**src/rtl/fpdiv_seq.sv**
```systemverilog
// fpdiv_seq: sequential divider for the 13-bit float format
// {sign[12], exp[11:8] biased by BIAS, mantissa[7:0] U(8.7)}.
// A radix-2 restoring divider produces one quotient bit per cycle.
// Special operands (NaN, zero, inf, zero mantissa) bypass the iteration.
// Optional macro FPDIV_FLAGS_EN adds the o_flags status output.
module fpdiv_seq #(
    parameter int BIAS  = 7,
    parameter int QBITS = 16
) (
    input  logic        i_clk,
    input  logic        i_rst_n,
    input  logic        i_start,
    input  logic [12:0] i_data1,
    input  logic [12:0] i_data2,
    output logic        o_busy,
    output logic        o_valid,
    output logic [12:0] o_div
`ifdef FPDIV_FLAGS_EN
    ,
    output logic [3:0]  o_flags
`endif
);

    localparam int CW = $clog2(QBITS);

    localparam logic [1:0] IDLE   = 2'd0;
    localparam logic [1:0] DIV    = 2'd1;
    localparam logic [1:0] FINISH = 2'd2;

    localparam logic [12:0] NAN = 13'h1F80;

    logic [1:0]       state_q, state_d;
    logic [12:0]      a_q, a_d;
    logic [12:0]      b_q, b_d;
    logic [QBITS-1:0] dvd_q, dvd_d;
    logic [7:0]       rem_q, rem_d;
    logic [QBITS-1:0] quo_q, quo_d;
    logic [CW-1:0]    cnt_q, cnt_d;
    logic             valid_q, valid_d;
    logic [12:0]      div_q, div_d;

    // {hit, result}: special-case result by priority, hit=0 when none applies
    function automatic logic [13:0] special(input logic [12:0] a, input logic [12:0] b);
        logic s, a_inf, b_inf, a_zero, b_zero;
        s      = a[12] ^ b[12];
        a_inf  = (a[11:0] == 12'hF00);
        b_inf  = (b[11:0] == 12'hF00);
        a_zero = (a[11:0] == 12'h700);
        b_zero = (b[11:0] == 12'h700);
        if (a == NAN || b == NAN)               return {1'b1, NAN};
        if (a_zero && b_zero)                   return {1'b1, NAN};
        if (a_inf && b_inf)                     return {1'b1, NAN};
        if (b_zero || (b[7:0] == 8'h00 && !b_inf)) return {1'b1, s, 12'hF00};
        if (a_inf)                              return {1'b1, s, 12'hF00};
        if (a_zero || a[7:0] == 8'h00 || b_inf) return {1'b1, s, 12'h700};
        return 14'h0000;
    endfunction

    // In IDLE classify the incoming operands, later the captured ones
    logic [12:0] cur_a, cur_b;
    logic [13:0] spec;
    assign cur_a = (state_q == IDLE) ? i_data1 : a_q;
    assign cur_b = (state_q == IDLE) ? i_data2 : b_q;
    assign spec  = special(cur_a, cur_b);

    // Normal-path result assembly from the finished quotient
    logic signed [5:0] e;
    logic [QBITS-1:0]  m_full;
    logic              sat;
    logic [7:0]        m8;
    logic [12:0]       norm;
    logic              s_out;
    always_comb begin
        s_out  = a_q[12] ^ b_q[12];
        e      = $signed({2'b00, a_q[11:8]}) - $signed({2'b00, b_q[11:8]}) + 6'(BIAS);
        m_full = (quo_q >> 1) + QBITS'(quo_q[0]);
        sat    = (m_full > QBITS'(255));
        m8     = sat ? 8'hFF : m_full[7:0];
        if (e < 6'sd0)
            norm = {s_out, 4'h7, 8'h00};
        else if (e >= 6'sd15)
            norm = {s_out, 4'hF, 8'h00};
        else
            norm = {s_out, e[3:0], m8};
    end

    // Divider step and FSM next-state
    logic [8:0] rem_sh;
    logic       ge;
    always_comb begin
        state_d = state_q;
        a_d     = a_q;
        b_d     = b_q;
        dvd_d   = dvd_q;
        rem_d   = rem_q;
        quo_d   = quo_q;
        cnt_d   = cnt_q;
        valid_d = 1'b0;
        div_d   = div_q;
        rem_sh  = {rem_q, dvd_q[QBITS-1]};
        ge      = (rem_sh >= {1'b0, b_q[7:0]});
        case (state_q)
            IDLE: begin
                if (i_start) begin
                    a_d     = i_data1;
                    b_d     = i_data2;
                    dvd_d   = {i_data1[7:0], {(QBITS-8){1'b0}}};
                    rem_d   = '0;
                    quo_d   = '0;
                    cnt_d   = CW'(QBITS-1);
                    state_d = spec[13] ? FINISH : DIV;
                end
            end
            DIV: begin
                rem_d = ge ? 8'(rem_sh - {1'b0, b_q[7:0]}) : rem_sh[7:0];
                quo_d = {quo_q[QBITS-2:0], ge};
                dvd_d = {dvd_q[QBITS-2:0], 1'b0};
                cnt_d = cnt_q - 1'b1;
                if (cnt_q == '0)
                    state_d = FINISH;
            end
            FINISH: begin
                valid_d = 1'b1;
                div_d   = spec[13] ? spec[12:0] : norm;
                state_d = IDLE;
            end
            default: state_d = IDLE;
        endcase
    end

    // State and datapath registers
    always_ff @(posedge i_clk or negedge i_rst_n) begin
        if (!i_rst_n) begin
            state_q <= IDLE;
            a_q     <= '0;
            b_q     <= '0;
            dvd_q   <= '0;
            rem_q   <= '0;
            quo_q   <= '0;
            cnt_q   <= '0;
            valid_q <= 1'b0;
            div_q   <= '0;
        end else begin
            state_q <= state_d;
            a_q     <= a_d;
            b_q     <= b_d;
            dvd_q   <= dvd_d;
            rem_q   <= rem_d;
            quo_q   <= quo_d;
            cnt_q   <= cnt_d;
            valid_q <= valid_d;
            div_q   <= div_d;
        end
    end

`ifdef FPDIV_FLAGS_EN
    // Status flags captured alongside the result
    logic [3:0] flags_q;
    always_ff @(posedge i_clk or negedge i_rst_n) begin
        if (!i_rst_n)
            flags_q <= '0;
        else if (state_q == FINISH)
            flags_q <= {div_d == NAN,
                        div_d[11:0] == 12'hF00,
                        div_d[11:0] == 12'h700,
                        !spec[13] && sat && e >= 6'sd0 && e < 6'sd15};
    end
    assign o_flags = flags_q;
`endif

    assign o_busy  = (state_q != IDLE);
    assign o_valid = valid_q;
    assign o_div   = div_q;

endmodule

```
**config.mk**
```make
export PLATFORM = sky130hd
export DESIGN_NAME = fpdiv_seq
export DESIGN_NICKNAME = d
export VERILOG_FILES = /design/src/rtl/fpdiv_seq.sv
export SDC_FILE = /design/constraint.sdc
export NUM_CORES = 1
export LEC_CHECK = 0
export ABC_AREA = 1
export BUFFER_PORTS_ARGS = -buffer_cell sky130_fd_sc_hd__buf_2
export CAP_MARGIN = 10
export CORE_ASPECT_RATIO = 1.25
export CORE_MARGIN = 2
export CORE_UTILIZATION = 50
export DETAILED_ROUTE_END_ITERATION = 6
export MAX_ROUTING_LAYER = met4
export PLACE_DENSITY = 0.69
export SYNTH_ARGS = -nofsm -noshare
export SYNTH_HDL_FRONTEND = slang
export SYNTH_SLANG_ARGS = --single-unit
```
**constraint.sdc**
```tcl
create_clock -name i_clk -period 4.5 [get_ports i_clk]
set_clock_uncertainty 0.1 [all_clocks]
set_input_delay 0.9 -clock i_clk [delete_from_list [all_inputs] [get_ports i_clk]]
set_output_delay 0.9 -clock i_clk [all_outputs]
set_load 0.005 [all_outputs]
```
==> run metrics, run 1 <==
hold path start=o_div[6]$_DFFE_PN0P_; switching share of power=0.4767; setup repair after global routing missed its margin=no; Clk network pwr share=0.118; vias per std cell=roughly 5.1; Logic pwr share=0.580; total die area=9708 sq um; overall global routing resource usage=0.2244; clk sink count=78; sequential cell fraction of total power=0.302; overall power after layout=slightly above 4 mW; Buffers & Inverters on Critical Path=5; DRC Markers=0; number of standard cells after synthesis=582; cell count of the worst reg-to-reg path=16; sequential element share of the synthesized area=0.4371; number of non-filler instances in the completed layout=between 700 and 800; portion of netlist area occupied by mux cells=0; top cell type's share of synthesized area=0.4371; leakage power summed over all cells=2.487 nW; average size of a mapped cell=7.673 sq um; ys async rst share=1.000; 1st-pass router iterations=4; total placed cells including tap cells=731; antenna cell count=0; setup-violating endpoint count in the final report=0; family with the most delay on the worst path=simple AND/OR/NAND/NOR gates; Primary FF master, synth=sky130_fd_sc_hd__dfrtp_1; count of instances resized after the clock tree is built=0; final net count=669; share of the synthesized area in compound gates (AO/OA/AOI/OAI)=0.1051; top area cells in the synthesized netlist=sky130_fd_sc_hd__dfrtp_1 44%, sky130_fd_sc_hd__nand2_1 14%, sky130_fd_sc_hd__inv_1 5.8%; cell type contributing the most total cell area after synthesis=sky130_fd_sc_hd__dfrtp_1; core box area=8701 sq um; power dissipated by switching net loads=roughly 1.9 mW; clock transition time at the flip-flop clock pins of the worst setup and hold paths=around 80 ps; critical path, cell by cell=inv_1 > ha_1 > inv_1 > fa_1 > inv_1 > ha_1 > inv_1 > nor2_1 > nand3_1 > inv_1 > nand2_1 > nand2_1 > nand3_1 > nor2_1 > nor2_1 > nor2_1; maximum number of pins on one net before global-route repair=79; post-layout minimum cycle time=2733 ps; later-pin clock latency in the skew report=350 ps; post-synthesis xor/xnor area fraction=0.02550; max-cap violation count=0; Slowest-stage cell, CP=sky130_fd_sc_hd__fa_1; number of buffers inserted by port buffering=43; CTS Hold Buffers Added=0; Critical Path AT=approximately 2900 ps; total vias in the final route=about 3,800; number of global-route vias before repair=3,701; adder-cell share of the synthesized area=0.05380; flip-flop and latch count after synthesis=78; critical path peak fanout=12; HPWL reported at the end of detailed placement=roughly 6900 um; Crit path top cell by count=sky130_fd_sc_hd__inv_1; transition time at the pin with the least slew margin=972.7 ps; number of top-level design ports=44; iteration-0 DRC count of the detailed router=216; number of enable flip-flop cells after synthesis=0; global-route wire length before repair=around 16,000 um; r2r endpoint=o_div[7]$_DFFE_PN0P_; synthesized-area fraction occupied by and/or/nand/nor cells=0.2934; post-route ant nets=0; number of buffers created by CTS=9; max-slew violations=0; flop-to-flop setup slack=1770 ps; setup TNS after final layout=0 ps; Final Hold Fails=0; core occupancy in the finished layout=0.5672; weighted congestion at the end of routability-driven global placement=0.8725; worst hold path cell count=2; most frequent cells in the layout=168 x sky130_fd_sc_hd__nand2_1, 78 x sky130_fd_sc_hd__dfrtp_1, 69 x sky130_fd_sc_hd__inv_1, 54 x sky130_fd_sc_hd__nor2_1, 42 x sky130_fd_sc_hd__buf_2; clock buffer depth=2; Die Y=109.7 um; upper clock frequency limit=365.9 MHz; initial core utilization=0.5132; hold endpoint=o_div[6]$_DFFE_PN0P_; final clock period utilization by the worst path=0.6073; DR WL/cell=~13 um; Unique masters post-synth=35; most common cell after layout, fill and taps aside=sky130_fd_sc_hd__nand2_1; detailed-route wire length=9421 um; tightest slew margin relative to the limit=0.3515; total congestion overflow=0; clock root buffer=sky130_fd_sc_hd__clkbuf_8; Placement Rows=38; type of destination of the critical path=register; data required time of the worst path=4690 ps; clock tree from TritonCTS=yes; Yosys warning count=0; classification of the worst setup path=reg -> reg; die outline width=88.53 um; postcts setup bufs=0; main combinational cell family by area after synthesis=simple AND/OR/NAND/NOR gates; antenna violations before repair=0; largest stage delay on the critical path=410 ps; cell area after synthesis=4466 sq um; H-tree levels=3; power density normalized to cell area=820.7 nW/um^2; net count of the mapped netlist=629; Hold Path Class=reg -> reg; worst reg2reg path startpoint=a_q[8]$_DFFE_PN0P_; Internal Dissipation=2.119 mW; layout cell share with drive strength beyond 1=0.1534; nature of the critical path startpoint=register; result of the run=complete, no violations; Synth-to-Final Area Change=10.51%; largest vdd supply drop=roughly 0.37 mV
[area by class of cell]
| cell class | instances | area [sq um] |
|---|---|---|
| tap | 120 | 150.1 |
| timing repair buffer | 47 | 247.7 |
| inverter | 74 | 277.8 |
| multi-input combinational | 412 | 2133 |
| sequential | 78 | 1952 |
| clock inverter | 4 | 22.52 |
| clock buffer | 11 | 151.4 |
| fill | 849 | 3766 |
[worst max path at each step]
stage,cells past startpoint,slack (ps),from,to
finish,16,1770,a_q[8]$_DFFE_PN0P_,o_div[7]$_DFFE_PN0P_
floorplan,16,2190,a_q[8]$_DFFE_PN0P_,o_div[10]$_DFFE_PN0P_
CTS,16,1800,a_q[8]$_DFFE_PN0P_,o_div[7]$_DFFE_PN0P_
global placement,6,1580,i_start,dvd_q[15]$_DFFE_PN0P_
global route,16,1510,a_q[8]$_DFFE_PN0P_,o_div[7]$_DFFE_PN0P_
detailed placement,6,1550,i_start,rem_q[0]$_DFFE_PN0P_
[synthesized netlist by cell type (3+ instances only)]
| master | n |
|---|---|
| sky130_fd_sc_hd__xor2_1 | 10 |
| sky130_fd_sc_hd__o21ai_0 | 35 |
| sky130_fd_sc_hd__o21ai_1 | 8 |
| sky130_fd_sc_hd__xnor2_1 | 3 |
| sky130_fd_sc_hd__ha_1 | 16 |
| sky130_fd_sc_hd__or2_2 | 5 |
| sky130_fd_sc_hd__nor3_1 | 6 |
| sky130_fd_sc_hd__inv_1 | 69 |
| sky130_fd_sc_hd__nand4_1 | 10 |
| sky130_fd_sc_hd__o211ai_1 | 4 |
| sky130_fd_sc_hd__nor2_1 | 54 |
| sky130_fd_sc_hd__inv_2 | 5 |
| sky130_fd_sc_hd__buf_6 | 3 |
| sky130_fd_sc_hd__clkbuf_1 | 9 |
| sky130_fd_sc_hd__nand2_1 | 168 |
| sky130_fd_sc_hd__buf_2 | 4 |
| sky130_fd_sc_hd__o22ai_1 | 18 |
| sky130_fd_sc_hd__nand3_1 | 33 |
| sky130_fd_sc_hd__a21oi_1 | 11 |
| sky130_fd_sc_hd__dfrtp_1 | 78 |
| sky130_fd_sc_hd__nand2_2 | 11 |
[worst register-to-register path: stages, from the launching register on]
cell and delay, ps:
sky130_fd_sc_hd__dfrtp_1 370, sky130_fd_sc_hd__inv_1 60, sky130_fd_sc_hd__ha_1 190, sky130_fd_sc_hd__inv_1 80, sky130_fd_sc_hd__fa_1 410, sky130_fd_sc_hd__inv_1 80
sky130_fd_sc_hd__ha_1 150, sky130_fd_sc_hd__inv_1 60, sky130_fd_sc_hd__nor2_1 150, sky130_fd_sc_hd__nand3_1 120, sky130_fd_sc_hd__inv_1 70, sky130_fd_sc_hd__nand2_1 40
sky130_fd_sc_hd__nand2_1 290, sky130_fd_sc_hd__nand3_1 120, sky130_fd_sc_hd__nor2_1 230, sky130_fd_sc_hd__nor2_1 70, sky130_fd_sc_hd__nor2_1 80
[power by group through the flow]
stage / clock, mW / combinational [mW] / sequential, mW
3_5_place_dp: 0 / 2.35 / 1.23
3_3_place_gp: 0 / 2.29 / 1.23
4_1_cts: 0.495 / 2.36 / 1.22
2_1_floorplan: 0 / 1.91 / 1.20
6_report: 0.477 / 2.35 / 1.22
5_1_grt: 0.520 / 2.73 / 1.27
[layer usage]
| metal | track usage | vias to the layer above | wire length (um) |
|---|---|---|---|
| met5 | - | - | 0 |
| met4 | 0.08225 | 0 | 249 |
| met3 | 0.04429 | 15 | 310 |
| met2 | 0.3668 | 65 | 4636 |
| met1 | 0.2760 | 1769 | 4225 |
| li1 | - | 1933 | - |
[per-stage QoR]
step | setup WS (ps) | hold WS (ps) | instance area, sq um
2_1_floorplan | 2191 | 344.5 | 4466
3_3_place_gp | 1583 | 363.1 | 4761
3_5_place_dp | 1549 | 360.5 | 4761
4_1_cts | 1803 | 381.7 | 4935
5_1_grt | 1512 | 397.6 | 4935
6_report | 1767 | 378.9 | 4935
[kinds of logic after synthesis]
family	Yosys count
AO/OA/AOI/OAI	83
XOR/XNOR	13
adder cells (fa/ha/maj)	18
buffers and inverters	92
AND/OR/NAND/NOR	298
flip-flops	78
[sequential cells by signal, summed over array words and instances (netlist names)]
signal   count
a_q         13
b_q         13
cnt_q        4
dvd_q        8
o_div       13
o_valid      1
quo_q       16
rem_q        8
state_q      2
Power figures use the tool's default switching activity.
==> run 2: changes to the inputs <==
--- a/config.mk
+++ b/config.mk
@@ -5,7 +5,7 @@
 export SDC_FILE = /design/constraint.sdc
 export NUM_CORES = 1
 export LEC_CHECK = 0
-export ABC_AREA = 1
+export ABC_AREA = 0
 export BUFFER_PORTS_ARGS = -buffer_cell sky130_fd_sc_hd__buf_2
 export CAP_MARGIN = 10
 export CORE_ASPECT_RATIO = 1.25
@@ -13,7 +13,7 @@
 export CORE_UTILIZATION = 50
 export DETAILED_ROUTE_END_ITERATION = 6
 export MAX_ROUTING_LAYER = met4
-export PLACE_DENSITY = 0.69
+export PLACE_DENSITY = 0.7
 export SYNTH_ARGS = -nofsm -noshare
 export SYNTH_HDL_FRONTEND = slang
 export SYNTH_SLANG_ARGS = --single-unit
==> constraint.sdc (replaced) <==
create_clock -name i_clk -period 2.81 [get_ports i_clk]
set_clock_uncertainty 0.1 [all_clocks]
set_input_delay 0.562 -clock i_clk [delete_from_list [all_inputs] [get_ports i_clk]]
set_output_delay 0.562 -clock i_clk [all_outputs]
set_load 0.005 [all_outputs]
==> run 2 against run 1 <==
Effect of this change:
- non-clock buffer count increased by 5
- first-iteration DRC count increased by 3.7%
- global-route usage increased by 0.23 points
- synthesized cell count decreased by 19%
- clock power increased by 54%
- via count decreased by 8.1%
- total power increased by 46%
- die area decreased by 6.3%
- worst setup slack got worse by 1600 ps
- register-to-register slack got worse by 1600 ps
- maximum frequency increased by 1.8%
- critical path type unchanged
- critical endpoint is now o_div[8]$_DFFE_PN0P_
==> run metrics, run 2 <==
result of the run=complete, no violations; Slowest-stage cell, CP=sky130_fd_sc_hd__fa_1; clk sink count=78; Yosys warning count=0; antenna cell count=0; worst setup path end=o_div[8]$_DFFE_PN0P_; clock buffer depth=2; top cell type's share of synthesized area=0.4679; 1st-pass router iterations=5; maximum number of pins on one net before global-route repair=52; detailed-route wire length=9162 um; total congestion overflow=0; net count of the mapped netlist=516; later-pin clock latency in the skew report=350 ps; critical path, cell by cell=inv_1 > ha_1 > inv_1 > fa_1 > inv_1 > ha_1 > and2_1 > o21bai_1 > a221oi_2 > nand4_4 > o22a_1; average size of a mapped cell=8.894 sq um; Critical Path AT=2820 ps; data required time of the worst path=between 2000 and 3000 ps; clock root buffer=sky130_fd_sc_hd__clkbuf_8; setup TNS after final layout=0 ps; clock transition time at the flip-flop clock pins of the worst setup and hold paths=80 ps; power dissipated by switching net loads=about 2.5 mW; max reg flops=16; most frequent cells in the layout=120 x sky130_fd_sc_hd__nand2_1, 78 x sky130_fd_sc_hd__dfrtp_1, 46 x sky130_fd_sc_hd__o21ai_0, 42 x sky130_fd_sc_hd__buf_2, 21 x sky130_fd_sc_hd__nor2_1; largest vdd supply drop=between 0.8 and 0.9 mV; postcts setup bufs=0; Hold Path Class=in -> async; layout cell share with drive strength beyond 1=0.1580; total vias in the final route=approximately 3,500; type of destination of the critical path=register; max-slew violations=0; most common cell after layout, fill and taps aside=sky130_fd_sc_hd__nand2_1; DRC Markers=0; number of standard cells after synthesis=469; Internal Dissipation=approximately 3.4 mW; number of non-filler instances in the completed layout=616; critical path peak fanout=10; switching share of power=0.4240; sequential element share of the synthesized area=0.4679; number of buffers created by CTS=9; transition time at the pin with the least slew margin=647.7 ps; post-layout minimum cycle time=~2700 ps; Commonest cells post-synth=120 x sky130_fd_sc_hd__nand2_1, 78 x sky130_fd_sc_hd__dfrtp_1, 46 x sky130_fd_sc_hd__o21ai_0; number of top-level design ports=44; global-route wire length before repair=roughly 16,000 um; initial core utilization=0.5120; max-cap violation count=0; final clock period utilization by the worst path=0.9553; post-route ant nets=0; flip-flop and latch count after synthesis=78; Clk network pwr share=0.124; Logic pwr share=0.538; leakage power summed over all cells=2.256 nW; register bank with the most flops=quo_q; total die area=slightly above 9000 sq um; ys async rst share=1.000; number of global-route vias before repair=3,440; worst reg2reg path startpoint=a_q[8]$_DFFE_PN0P_; Primary FF master, synth=sky130_fd_sc_hd__dfrtp_1; Unique masters post-synth=58; Final Hold Fails=0; core box area=8148 sq um; overall global routing resource usage=0.2267; Crit path top cell by count=sky130_fd_sc_hd__inv_1; Placement Rows=37; HPWL reported at the end of detailed placement=between 6000 and 7000 um; r2r endpoint=o_div[8]$_DFFE_PN0P_; iteration-0 DRC count of the detailed router=224; setup-violating endpoint count in the final report=0; upper clock frequency limit=372.5 MHz; cell count of the worst reg-to-reg path=11; sequential cell fraction of total power=0.338; leading cell type by number of instances after synthesis=sky130_fd_sc_hd__nand2_1; CTS Hold Buffers Added=0; start point of the critical path=a_q[8]$_DFFE_PN0P_; classification of the worst setup path=reg -> reg; flop-to-flop setup slack=130 ps; nature of the critical path startpoint=register; DR WL/cell=roughly 15 um; antenna violations before repair=0; weighted congestion at the end of routability-driven global placement=0.9100; Synth-to-Final Area Change=12.96%; largest stage delay on the critical path=440 ps; worst hold margin=136.6 ps; total placed cells including tap cells=601; die outline width=about 86 um; vias per std cell=5.643; cell type contributing the most total cell area after synthesis=sky130_fd_sc_hd__dfrtp_1; power density normalized to cell area=around 1300 nW/um^2; number of buffers inserted by port buffering=43; final net count=approximately 560; H-tree levels=3; number of enable flip-flop cells after synthesis=0; clock tree from TritonCTS=yes; cell area after synthesis=4172 sq um; tightest slew margin relative to the limit=0.5666; Die Y=106.1 um; top area cells in the synthesized netlist=sky130_fd_sc_hd__dfrtp_1 47%, sky130_fd_sc_hd__nand2_1 11%, sky130_fd_sc_hd__o21ai_0 5.5%
run 2: cell count changes in the layout (fill, tap and decap cells not counted), moves of 6 or more:
cell / delta
sky130_fd_sc_hd__o22ai_1: -15
sky130_fd_sc_hd__nand2_1: -48
sky130_fd_sc_hd__o21ai_0: +11
sky130_fd_sc_hd__o21a_1: +6
sky130_fd_sc_hd__a22oi_1: +8
sky130_fd_sc_hd__nand2_2: -11
sky130_fd_sc_hd__nor2_1: -33
sky130_fd_sc_hd__and3_1: +7
sky130_fd_sc_hd__nand3_1: -15
sky130_fd_sc_hd__nor4_1: +7
sky130_fd_sc_hd__inv_1: -49
run 2: stage by stage:
step	total power, mW	cell area, sq um	util	worst slack [ps]
after floorplan	4.346	4172	-	292.5
after global placement	5.044	4531	0.5561	210.7
after detailed placement	5.164	4531	0.5561	103.2
after CTS	5.919	4696	0.5763	88.61
after global routing	6.492	4712	0.5783	-19.70
final	5.915	4712	0.5783	125.6
run 2: what timing repair did:
item / 4_1_cts / 5_1_grt
setup endpoints to repair: 0 / 10
endpoints found under the hold margin: 0 / 0
resized for setup: 0 / 2
run 2: cell type report:
type,instances,area (sq um)
fillers,753,3436
multi-input cells,353,2097
flip-flops and latches,78,1952
repair buffers,52,297.8
clock buffers,11,141.4
well taps,97,121.4
inverters,21,78.83
clock inverters,4,23.77
run 2: power groups by stage:
stage | combinational, mW | sequential (mW) | clock (mW)
after floorplan | 2.42 | 1.92 | 0
after global placement | 3.04 | 2.00 | 0
after detailed placement | 3.14 | 2.02 | 0
after CTS | 3.16 | 2.00 | 0.760
after global routing | 3.62 | 2.07 | 0.797
final | 3.18 | 2.00 | 0.733
run 2: kinds of logic (layout without fill, tap and decap cells):
kind of cell	after synthesis	after routing	share of synthesized area
simple gates	209	209	0.2310
mux	6	6	0.01500
flops	78	78	0.4679
xor+xnor	11	11	0.02309
buf+inv	38	88	0.03419
compound gates	109	109	0.1713
fa+ha+maj	18	18	0.05759
run 2: critical path: cells and delay by family (launching register included):
family                   cells  cell delay [ps]
AND/OR/NAND/NOR              2              400
AO/OA/AOI/OAI                3              660
adder cells (fa/ha/maj)      3              810
flip-flops                   1              380
buffers and inverters        3              230
run 2: worst min path at each step:
stage                                        to  slack (ps)
after floorplan              a_q[0]$_DFFE_PN0P_         170
after global placement    dvd_q[12]$_DFFE_PN0P_         350
after detailed placement   dvd_q[9]$_DFFE_PN0P_         360
after CTS                  dvd_q[9]$_DFFE_PN0P_         140
after global routing       dvd_q[8]$_DFFE_PN0P_         170
final                      dvd_q[9]$_DFFE_PN0P_         140
run 2: layer usage:
metal  global-route usage  wire, um  up-vias
li1                     -         -     1735
met5                    -         0        -
met2               0.3694      4647       74
met3              0.04115       322       14
met1               0.2767      4047     1653
met4              0.09637       144        0
==> run 3: changes to the inputs <==
--- a/config.mk
+++ b/config.mk
@@ -13,7 +13,7 @@
 export CORE_UTILIZATION = 50
 export DETAILED_ROUTE_END_ITERATION = 6
 export MAX_ROUTING_LAYER = met4
-export PLACE_DENSITY = 0.7
+export PLACE_DENSITY = 0.73
 export SYNTH_ARGS = -nofsm -noshare
 export SYNTH_HDL_FRONTEND = slang
 export SYNTH_SLANG_ARGS = --single-unit
==> run 3 against run 2 <==
Effect of this change:
- via count increased by 0.63%
- cell area increased by 1.6%
- maximum frequency decreased by 0.49%
- flip-flop and latch count unchanged
- clock power increased by 16%
- worst setup slack got worse by 13 ps
- largest cell class unchanged
- die area unchanged
- non-clock buffer count increased by 2
- sequential power about the same
==> run metrics, run 3 (same netlist as run 2, synthesis figures left out) <==
result of the run=complete, no violations; setup TNS after final layout=0 ps; family with the most delay on the worst path=adder cells; area of all placed cells without fillers=4787 sq um; clock buffer depth=2; register bank with the most flops=quo_q; maximum number of pins on one net before global-route repair=42; area of placed instances=roughly 4500 sq um; layout cell share with drive strength beyond 1=0.1663; total die area=9094 sq um; leakage power summed over all cells=approximately 2.3 nW; HPWL reported at the end of detailed placement=6708 um; post-layout minimum cycle time=2698 ps; critical path peak fanout=5; Synth-to-Final Area Change=14.76%; die outline width=85.70 um; max-slew violations=0; upper clock frequency limit=about 370 MHz; power density normalized to cell area=1310 nW/um^2; smallest setup slack after layout=approximately 110 ps; Placement Rows=37; Final Hold Fails=0; clk sink count=78; tightest slew margin relative to the limit=0.3978; core box area=8148 sq um; total vias in the final route=3,498; 1st-pass router iterations=4; weighted congestion at the end of routability-driven global placement=0.8387; antenna violations before repair=0; largest stage delay on the critical path=approximately 470 ps; H-tree levels=3; iteration-0 DRC count of the detailed router=207; number of buffers inserted by port buffering=43; overall power after layout=6.271 mW; Die Y=between 100 and 150 um; clock root buffer=sky130_fd_sc_hd__clkbuf_8; antenna cell count=0; global-route wire length before repair=16,250 um; clock transition time at the flip-flop clock pins of the worst setup and hold paths=80 ps; Crit path top cell by count=sky130_fd_sc_hd__inv_1; classification of the worst setup path=reg -> reg; clock tree from TritonCTS=yes; transition time at the pin with the least slew margin=~900 ps; vias per std cell=5.642; max-cap violation count=0; largest vdd supply drop=0.8854 mV; Hold Path Class=in -> async; number of buffers created by CTS=9; final net count=565; final clock period utilization by the worst path=0.9600; initial core utilization=0.5120; data required time of the worst path=2970 ps; total congestion overflow=0; later-pin clock latency in the skew report=370 ps; setup-violating endpoint count in the final report=0; number of top-level design ports=44; number of global-route vias before repair=roughly 3,500; Buffers & Inverters on Critical Path=3; pre-CTS WS=79.09 ps; detailed-route wire length=9481 um; Slowest-stage cell, CP=sky130_fd_sc_hd__fa_1; overall global routing resource usage=0.2328; DRC Markers=0; most frequent cells in the layout=120 x sky130_fd_sc_hd__nand2_1, 78 x sky130_fd_sc_hd__dfrtp_1, 44 x sky130_fd_sc_hd__o21ai_0, 42 x sky130_fd_sc_hd__buf_2, 21 x sky130_fd_sc_hd__nor2_1; most common cell after layout, fill and taps aside=sky130_fd_sc_hd__nand2_1; critical path, cell by cell=inv_1 > ha_1 > inv_1 > fa_1 > inv_1 > ha_2 > and2_4 > o21bai_1 > a221oi_4 > nand4_4 > o22a_1; Critical Path AT=2860 ps; flop-to-flop setup slack=approximately 110 ps; type of destination of the critical path=register; DR WL/cell=15.29 um; worst hold margin=67.36 ps; nature of the critical path startpoint=register; max reg flops=16; post-route ant nets=0
==> run 3: layer usage <==
layer	share of wire	global-route usage	vias to the layer above
li1	-	-	1741
met1	0.44	0.2887	1661
met2	0.49	0.3733	76
met3	0.038	0.04736	20
met4	0.030	0.09410	0
met5	0	-	-
==> run 3: where the power goes <==
part | switching (mW) | internal [mW] | total (mW)
clock | 0.416 | 0.436 | 0.852
combinational | 1.85 | 1.57 | 3.42
sequential | 0.382 | 1.62 | 2.00
==> run 3: worst paths after layout <==
path / start / endpoint / cells after the start
setup / recovery: a_q[8]$_DFFE_PN0P_ / o_div[9]$_DFFE_PN0P_ / 11
hold / removal: i_rst_n / dvd_q[13]$_DFFE_PN0P_ / 1
setup reg to reg: a_q[8]$_DFFE_PN0P_ / o_div[9]$_DFFE_PN0P_ / 11
hold reg to reg: dvd_q[9]$_DFFE_PN0P_ / dvd_q[9]$_DFFE_PN0P_ / 2
max in group asynchronous: i_rst_n / quo_q[5]$_DFFE_PN0P_ / 2
min in group i_clk: i_data1[9] / a_q[9]$_DFFE_PN0P_ / 3
==> run 3: timing repair <==
| item | CTS | global route |
|---|---|---|
| setup buffers | 0 | 1 |
| resized for setup | 0 | 8 |
| setup endpoints to repair | 0 | 10 |
| hold buffers | 0 | 0 |
==> run 3: worst register-to-register path, delay by kind of cell (launching register included) <==
family,cells,cell delay (ps)
adder cells (fa/ha/maj),3,840
AND/OR/NAND/NOR,2,340
flip-flops,1,380
buffers and inverters,3,240
AO/OA/AOI/OAI,3,690
==> run 3: area by class of cell <==
class | instances | area, sq um
fill | 733 | 3361
multi-input combinational | 354 | 2130
sequential | 78 | 1952
timing repair buffer | 54 | 312.8
clock buffer | 13 | 148.9
tap | 97 | 121.4
inverter | 21 | 78.83
clock inverter | 3 | 43.79
==> run 3: stage by stage <==
stage,utilization,std cells
after floorplan,-,469
after global placement,0.5570,602
after detailed placement,0.5570,602
after CTS,0.5806,618
after global routing,0.5875,620
final,0.5875,620
